--- src/rtl/pipelined_tree_accumulator.sv ---
// -----------------------------------------------------------------------------
// pipelined_tree_accumulator
//
// Reduces NO_IN signed elements through a fully registered adder tree and
// accumulates successive reduced vectors into one framed sum. A sum starts on
// a vector flagged in_first and is reported (one-cycle out_valid) on the vector
// flagged in_last. Accumulation either saturates or wraps at OUT_BITWIDTH; a
// sticky overflow flag records any out-of-range add within the sum.
//
// Pipeline: input register (tree level 0), D adder levels, accumulator.
// Latency from the sampling edge of in_last to out_valid is D+1 cycles,
// with D = ceil(log2(NO_IN)) (0 for NO_IN = 1).
//
// Ports
//   clk        clock, all state on rising edge
//   rst        asynchronous active-high reset, clears every register
//   in_valid   data_in / in_first / in_last are sampled this cycle
//   in_first   sampled vector starts a new sum
//   in_last    sampled vector ends the current sum
//   data_in    NO_IN packed signed elements, element i in slice [i]
//   out_valid  one-cycle pulse, data_out holds a completed sum
//   data_out   signed accumulator value, held between updates
//   overflow   some add of the sum shown on data_out left the output range
// -----------------------------------------------------------------------------
module pipelined_tree_accumulator #(
  parameter int IN_BITWIDTH  = 8,
  parameter int NO_IN        = 5,
  parameter int OUT_BITWIDTH = 12,
  parameter int SATURATE     = 1
) (
  input  logic                                clk,
  input  logic                                rst,
  input  logic                                in_valid,
  input  logic                                in_first,
  input  logic                                in_last,
  input  logic [NO_IN-1:0][IN_BITWIDTH-1:0]   data_in,
  output logic                                out_valid,
  output logic signed [OUT_BITWIDTH-1:0]      data_out,
  output logic                                overflow
);

  localparam int D  = (NO_IN > 1) ? $clog2(NO_IN) : 0;
  localparam int TW = IN_BITWIDTH + D;
  localparam int OW = OUT_BITWIDTH;

  if (NO_IN < 1) begin : g_no_in_check
    $error("pipelined_tree_accumulator: NO_IN must be at least 1");
  end
  if (OW < TW) begin : g_width_check
    $error("pipelined_tree_accumulator: OUT_BITWIDTH must be >= IN_BITWIDTH + ceil(log2(NO_IN))");
  end

  // True when the (OW+1)-bit sum does not fit in OW signed bits.
  function automatic logic sum_ovf(input logic signed [OW:0] s);
    return s[OW] != s[OW-1];
  endfunction

  // Reduce the (OW+1)-bit sum to OW bits: clamp when saturating, else wrap.
  function automatic logic signed [OW-1:0] clamp_or_wrap(input logic signed [OW:0] s);
    if ((SATURATE != 0) && sum_ovf(s)) begin
      if (s[OW]) return $signed({1'b1, {(OW-1){1'b0}}});
      else       return $signed({1'b0, {(OW-1){1'b1}}});
    end
    return $signed(s[OW-1:0]);
  endfunction

  // ---------------------------------------------------------------------------
  // Adder tree. Level l holds ceil(NO_IN / 2^l) nodes of IN_BITWIDTH+l bits.
  // Level 0 registers the inputs; each later level pairs adjacent nodes of the
  // previous level, and an odd leftover node is sign-extended and registered
  // so every path has the same number of stages.
  // ---------------------------------------------------------------------------
  for (genvar l = 0; l <= D; l++) begin : g_lvl
    localparam int N = (NO_IN + (1 << l) - 1) >> l;
    localparam int W = IN_BITWIDTH + l;

    logic signed [W-1:0] node_p [N];

    if (l == 0) begin : g_in
      for (genvar j = 0; j < N; j++) begin : g_node
        always_ff @(posedge clk or posedge rst) begin
          if (rst) node_p[j] <= '0;
          else     node_p[j] <= $signed(data_in[j]);
        end
      end
    end else begin : g_add
      localparam int NP = (NO_IN + (1 << (l - 1)) - 1) >> (l - 1);
      for (genvar j = 0; j < N; j++) begin : g_node
        if (2 * j + 1 < NP) begin : g_pair
          always_ff @(posedge clk or posedge rst) begin
            if (rst) node_p[j] <= '0;
            else     node_p[j] <= {g_lvl[l-1].node_p[2*j][W-2],   g_lvl[l-1].node_p[2*j]}
                                + {g_lvl[l-1].node_p[2*j+1][W-2], g_lvl[l-1].node_p[2*j+1]};
          end
        end else begin : g_pass
          always_ff @(posedge clk or posedge rst) begin
            if (rst) node_p[j] <= '0;
            else     node_p[j] <= {g_lvl[l-1].node_p[2*j][W-2], g_lvl[l-1].node_p[2*j]};
          end
        end
      end
    end
  end

  logic signed [TW-1:0] tree_sum;
  assign tree_sum = g_lvl[D].node_p[0];

  // ---------------------------------------------------------------------------
  // Control pipeline: flags travel alongside the tree, stage s matching level s.
  // ---------------------------------------------------------------------------
  logic vld_p   [D+1];
  logic first_p [D+1];
  logic last_p  [D+1];

  always_ff @(posedge clk or posedge rst) begin
    if (rst) begin
      for (int s = 0; s <= D; s++) begin
        vld_p[s]   <= 1'b0;
        first_p[s] <= 1'b0;
        last_p[s]  <= 1'b0;
      end
    end else begin
      vld_p[0]   <= in_valid;
      first_p[0] <= in_first;
      last_p[0]  <= in_last;
      for (int s = 1; s <= D; s++) begin
        vld_p[s]   <= vld_p[s-1];
        first_p[s] <= first_p[s-1];
        last_p[s]  <= last_p[s-1];
      end
    end
  end

  // ---------------------------------------------------------------------------
  // Accumulator stage. A first vector restarts from zero, which also discards
  // any unfinished sum. The add is one bit wider than the output so overflow
  // is visible before clamping or wrapping.
  // ---------------------------------------------------------------------------
  logic signed [OW-1:0] acc_p;
  logic                 ovf_p;
  logic                 out_vld_p;
  logic signed [OW:0]   sum_wide;

  always_comb begin
    sum_wide = '0;
    sum_wide = (first_p[D] ? {(OW+1){1'b0}} : {acc_p[OW-1], acc_p})
             + {{(OW+1-TW){tree_sum[TW-1]}}, tree_sum};
  end

  always_ff @(posedge clk or posedge rst) begin
    if (rst) begin
      acc_p     <= '0;
      ovf_p     <= 1'b0;
      out_vld_p <= 1'b0;
    end else begin
      out_vld_p <= vld_p[D] & last_p[D];
      if (vld_p[D]) begin
        acc_p <= clamp_or_wrap(sum_wide);
        ovf_p <= (ovf_p & ~first_p[D]) | sum_ovf(sum_wide);
      end
    end
  end

  assign out_valid = out_vld_p;
  assign data_out  = acc_p;
  assign overflow  = ovf_p;

endmodule
--- config.mk ---
export PLATFORM = sky130hd
export DESIGN_NAME = pipelined_tree_accumulator
export DESIGN_NICKNAME = d
export VERILOG_FILES = /design/src/rtl/pipelined_tree_accumulator.sv
export SDC_FILE = /design/constraint.sdc
export NUM_CORES = 1
export LEC_CHECK = 0
export BUFFER_PORTS_ARGS = -buffer_cell sky130_fd_sc_hd__buf_4
export CORE_MARGIN = 5
export CORE_UTILIZATION = 52
export CTS_CLUSTER_DIAMETER = 30
export CTS_CLUSTER_SIZE = 30
export DETAILED_ROUTE_END_ITERATION = 6
export GPL_TIMING_DRIVEN = 1
export PLACE_DENSITY = 0.75
export REMOVE_ABC_BUFFERS = 1
export SETUP_SLACK_MARGIN = 0.5
export SYNTH_ARGS = -nofsm -noshare
export SYNTH_HDL_FRONTEND = slang
export SYNTH_SLANG_ARGS = --single-unit
--- constraint.sdc ---
create_clock -name clk -period 3.9 [get_ports clk]
set_input_delay 0.78 -clock clk [delete_from_list [all_inputs] [get_ports clk]]
set_output_delay 0.78 -clock clk [all_outputs]
set_load 0.1 [all_outputs]
### After elaboration in Yosys (flattened, before gate mapping)

Cells that the tools add are included.

* flip-flop bits (word level): 121
* output and inout bits: 14
* logic and storage cells: 42
* input port bits: 45

* eq/ne operators: 1
* add/sub/neg operators: 5
* muxes and demuxes: 6
* bitwise operators: 4

Operators with widths (number)
* 12-bit 2-to-1 mux: 3
* 8-bit by 8-bit adder with 9-bit output: 2
* 13-bit adder: 1
* 13-bit 2-to-1 mux: 1
* 10-bit by 8-bit adder with 11-bit output: 1
* 9-bit by 9-bit adder with 10-bit output: 1
* 1-bit AND: 2
* 1-bit 2-to-1 mux: 2
* 1-bit != test: 1
* 1-bit NOT: 1
* 1-bit OR: 1

### Depth between registers and ports, before layout

* depth after elaboration: 6
* gate-level depth with buffers: 12
* gate-level depth less buffers: 12

### Worst setup path before layout

OpenSTA, ideal clock, no wires.

* kind: register to register
* start: reg acc_p[0], in the netlist data_out[0]
* end: reg ovf_p, in the netlist overflow
* path slack: 855 ps
* arrival time: 2922 ps
* setup time: 123 ps
* stages on the path, launching flop included: 13
* period minus slack after synthesis: 3045 ps
* required time: 3777 ps
* path buffers: 0
* cell sequence: dfrtp_1 inv_1 nor2_1 ha_1 inv_1 fa_1 nand2b_1 a211oi_2 o311a_1 a2bb2oi_2 or2_2 nand2b_1 a22o_1

* cells in the longest elaborated chain, start to end: 4

Ends and longest elaborated chain
* from (decl): RTL line 139 `logic signed [OW-1:0] acc_p;`
* from (signal assigned): RTL line 158 `acc_p <= clamp_or_wrap(sum_wide);`
* 13-bit 2-to-1 mux: RTL line 146 `sum_wide = (first_p[D] ? {(OW+1){1'b0}} : {acc_p[OW-1], acc_p})`
* 13-bit adder: RTL line 147 `+ {{(OW+1-TW){tree_sum[TW-1]}}, tree_sum};`
* 1-bit != test: RTL line 55 `return s[OW] != s[OW-1];`
* 1-bit OR: RTL line 159 `ovf_p <= (ovf_p & ~first_p[D]) | sum_ovf(sum_wide);`
* to (signal assigned): RTL line 159
* to (decl): RTL line 140 `logic ovf_p;`

No other way between the ends.
A chain may end at the register's enable or synchronous reset.

### Worst setup path after layout

* start: reg first_p[0] (netlist bit)
* end: reg ovf_p, in the netlist overflow

* cells in the longest elaborated chain, start to end: 4
* elaborated cells on any way between the ends: 6
* those cells by class: add/sub: 1; eq/ne: 1; mux: 1; bitwise: 3

Ends and longest elaborated chain
* from (decl): RTL line 112 `logic first_p [D+1];`
* from (signal, indexed assignment): RTL line 128 `first_p[s] <= first_p[s-1];`
* 13-bit 2-to-1 mux: RTL line 146
* 13-bit adder: RTL line 147
* 1-bit != test: RTL line 55
* 1-bit OR (*): RTL line 159

Every way passes the cells marked *; elsewhere a longest branch is shown, timed or not.

==> results.cfg <==
[placement]
routabilityCongestion = 0.8085
io_buffers = 58
dp.cells = 600
hpwl_mm = 6.146

[power]
switchingPower_mw = 2.100
p_int_mw = 3.177
power_frac_comb = 0.418
ir_drop_v = 0.0004539
switching_share = 0.3980
clockPowerShare = 0.276
share_seq_of_total_power = 0.307
power_mw = 5.277
leakagePower_nw = 3.039
power_density_nw_per_um2 = 834.8

[route]
drt_first_pass_iters = 4
routed_via_density = 5.057
drt_wl_total_mm = 8.395
drc_errors = 0
via_count = 3196
wl_per_cell_um = 13.28
ant_nets = 0
drt_iter0_drc = 60

[cts]
cts-root-buf = clkbuf_8
cts_tree = done
path_clk_slew_ps = 60
post_cts_buffers = 0
cts_resized = 0
postCtsHoldBufs = 0
cts_buffers = 17
cts_num_sinks = 121
clock_path_buffers = 2
clkLatencyLatePin_ps = 510
htreeDepth = 4

[critical_path]
path_class = flop to flop
ff2ff_path_depth = 11
worstReg2RegStart = first_p[0]
critPathLaunch = first_p[0]
crit_top_cell = nand2b_1
slowest_delay_ps = 510
crit_path_start_kind = flop
r2r_end = overflow
ff2ff_setup_slack_ps = 830
crit_arrival_ps = 3460
end_kind = flop
critical-path-slowest-cell = dfrtp_1
cp_max_fo = 13
endpoint = overflow
path_cells = nor2_1, ha_1, inv_1, fa_1, nand2b_1, a211oi_2, o311a_1, a2bb2oi_2, or2_2, nand2b_1, a22o_1
worstPathRequired_ps = 4300

[timing]
layout_worst_path_cycle_share = 0.7862
worstMarginPinSlew_ps = 721.4
rsz0062_at_grt = no
finalSetupViolCount = 0
min_period_ps = 3066
fin_skew_ps = 8.747
max_freq_mhz = 326.1
drv_slew = 0
slew_headroom = 0.5182
hold_violations = 0

[global_routing]
grt_pass1_wl_mm = 14.62
grt.total_usage = 0.1591
grt_pass1_vias = 3443
grt_overflow_total = 0
grt_max_degree = 51
antenna_found_initial = 0

[hold_path]
hold_class = flop to flop
min_path_cells = 0

[logic_synthesis]
syn_area_sq_um = 5151
synth-adder-area-share = 0.1336
syn_area_per_cell_sq_um = 12.53
yosys.area_share.simple = 0.05052
ys_types = 39
synth_edf_count = 0
synth-compound-area-share = 0.1423
yosys.area_share.xor_xnor = 0.05781
synthMuxAreaShare = 0
async_flop_share = 1.000
synth_warnings = 0
synth_seq_cells = 121
yosys_most_used_dff = dfrtp_1
seq_area_frac_synth = 0.5878
synth_top_family_by_area = compound AO/OA/AOI/OAI gates
syn_inst = 411

[floorplanning]
dieArea_sq_um = 12000
coreArea_sq_um = 9729
io_pins = 59
start_util = 0.5294
rows = 36
die_w_um = 109.5
die_y_um = 109.5

[layout]
syn_to_final_growth_pct = 22.71
final_common_cell = dfrtp_1
final_cell_mix = dfrtp_1 (121), buf_4 (61), ha_1 (47), a21oi_1 (35), inv_1 (31)
layoutNonFillerInstCount = 632
drive_gt1_frac = 0.2164
diodes = 0
utilization = 0.6497
nets = 583

[status]
status = complete, no violations

[flow_run]
maxCapViolCount = 0
-- power groups by stage --
stage | clock network (mW) | registers [mW] | logic [mW]
floorplan | 0 | 2.11 | 1.27
global placement | 0 | 1.63 | 2.14
detailed placement | 0 | 1.64 | 2.19
CTS | 1.49 | 1.62 | 2.21
global route | 1.56 | 1.64 | 2.42
finish | 1.45 | 1.62 | 2.20
-- synthesized netlist by cell type, types with 4 or more instances --
cell,instances,area share
a211oi_2,4,0.0097
nand2_1,11,0.0080
fa_1,5,0.019
nand2b_1,5,0.0061
o21ai_0,17,0.017
o211ai_1,4,0.0058
ha_1,47,0.11
nor2_1,25,0.018
xnor2_1,25,0.043
o21ai_1,4,0.0039
o22ai_1,10,0.012
a21o_1,11,0.016
a21oi_2,4,0.0068
xor2_1,9,0.015
dfrtp_1,121,0.59
a21oi_1,35,0.034
o21bai_1,9,0.013
inv_1,32,0.023
-- stage by stage --
step | cell area (sq um) | setup TNS, ps | worst slack [ps] | hold slack [ps]
2_1_floorplan | 5127 | -11400 | -94.17 | 331.2
4_1_cts | 6321 | 0 | 836.4 | 345.9
5_1_grt | 6321 | 0 | 634.3 | 347.8
6_report | 6321 | 0 | 833.8 | 344.2
3_3_place_gp | 5754 | 0 | 973.9 | 332.1
3_5_place_dp | 5754 | 0 | 855.9 | 334.7
-- state kept, by name, indices dropped and copies added, names as in the netlist --
register	cells
vld_p	4
out_valid	1
overflow	1
last_p	4
first_p	4
g_lvl.node_p	95
data_out	12
-- kinds of logic after synthesis --
kind of cell / count (synthesis)
xor gates and xnor gates: 34
adders and majority gates: 52
buffers and inverters: 37
DFF: 121
and+or+nand+nor: 56
AOI/OAI and AO/OA: 111
-- metal layers --
layer,share of wire,vias up,track usage
li1,-,1581,-
met1,0.40,1530,0.1803
met2,0.54,73,0.2812
met3,0.046,12,0.04052
met4,0.015,0,0.07302
met5,0,-,0
-- worst min-delay path by stage --
stage | from | endpoint | slack (ps)
detailed placement | g_lvl[1].node_p[4] | g_lvl[2].node_p[4] | 330
finish | g_lvl[0].node_p[4] | g_lvl[1].node_p[4] | 340
CTS | rst | data_out[0] | 350
global placement | g_lvl[1].node_p[4] | g_lvl[2].node_p[4] | 330
floorplan | first_p[1] | first_p[0] | 330
global route | data_in[31] | g_lvl[0].node_p[15] | 350
-- area by class of cell --
cell class                 instances  area, sq um
multi-input combinational        253         1979
timing repair buffer              61        457.9
clock inverter                    14        138.9
inverter                          32        122.6
clock buffer                      18        427.9
fill                             753         3408
tap                              133        166.4
sequential                       121         3028
-- worst max-delay path, delay by kind of cell (launching register included) --
family / cells / cell delay (ps)
DFF: 1 / 510
adders and majority gates: 2 / 600
AOI/OAI and AO/OA: 4 / 1110
buffers and inverters: 1 / 70
and+or+nand+nor: 4 / 660
Note: power is estimated with default switching activity, not from simulation.
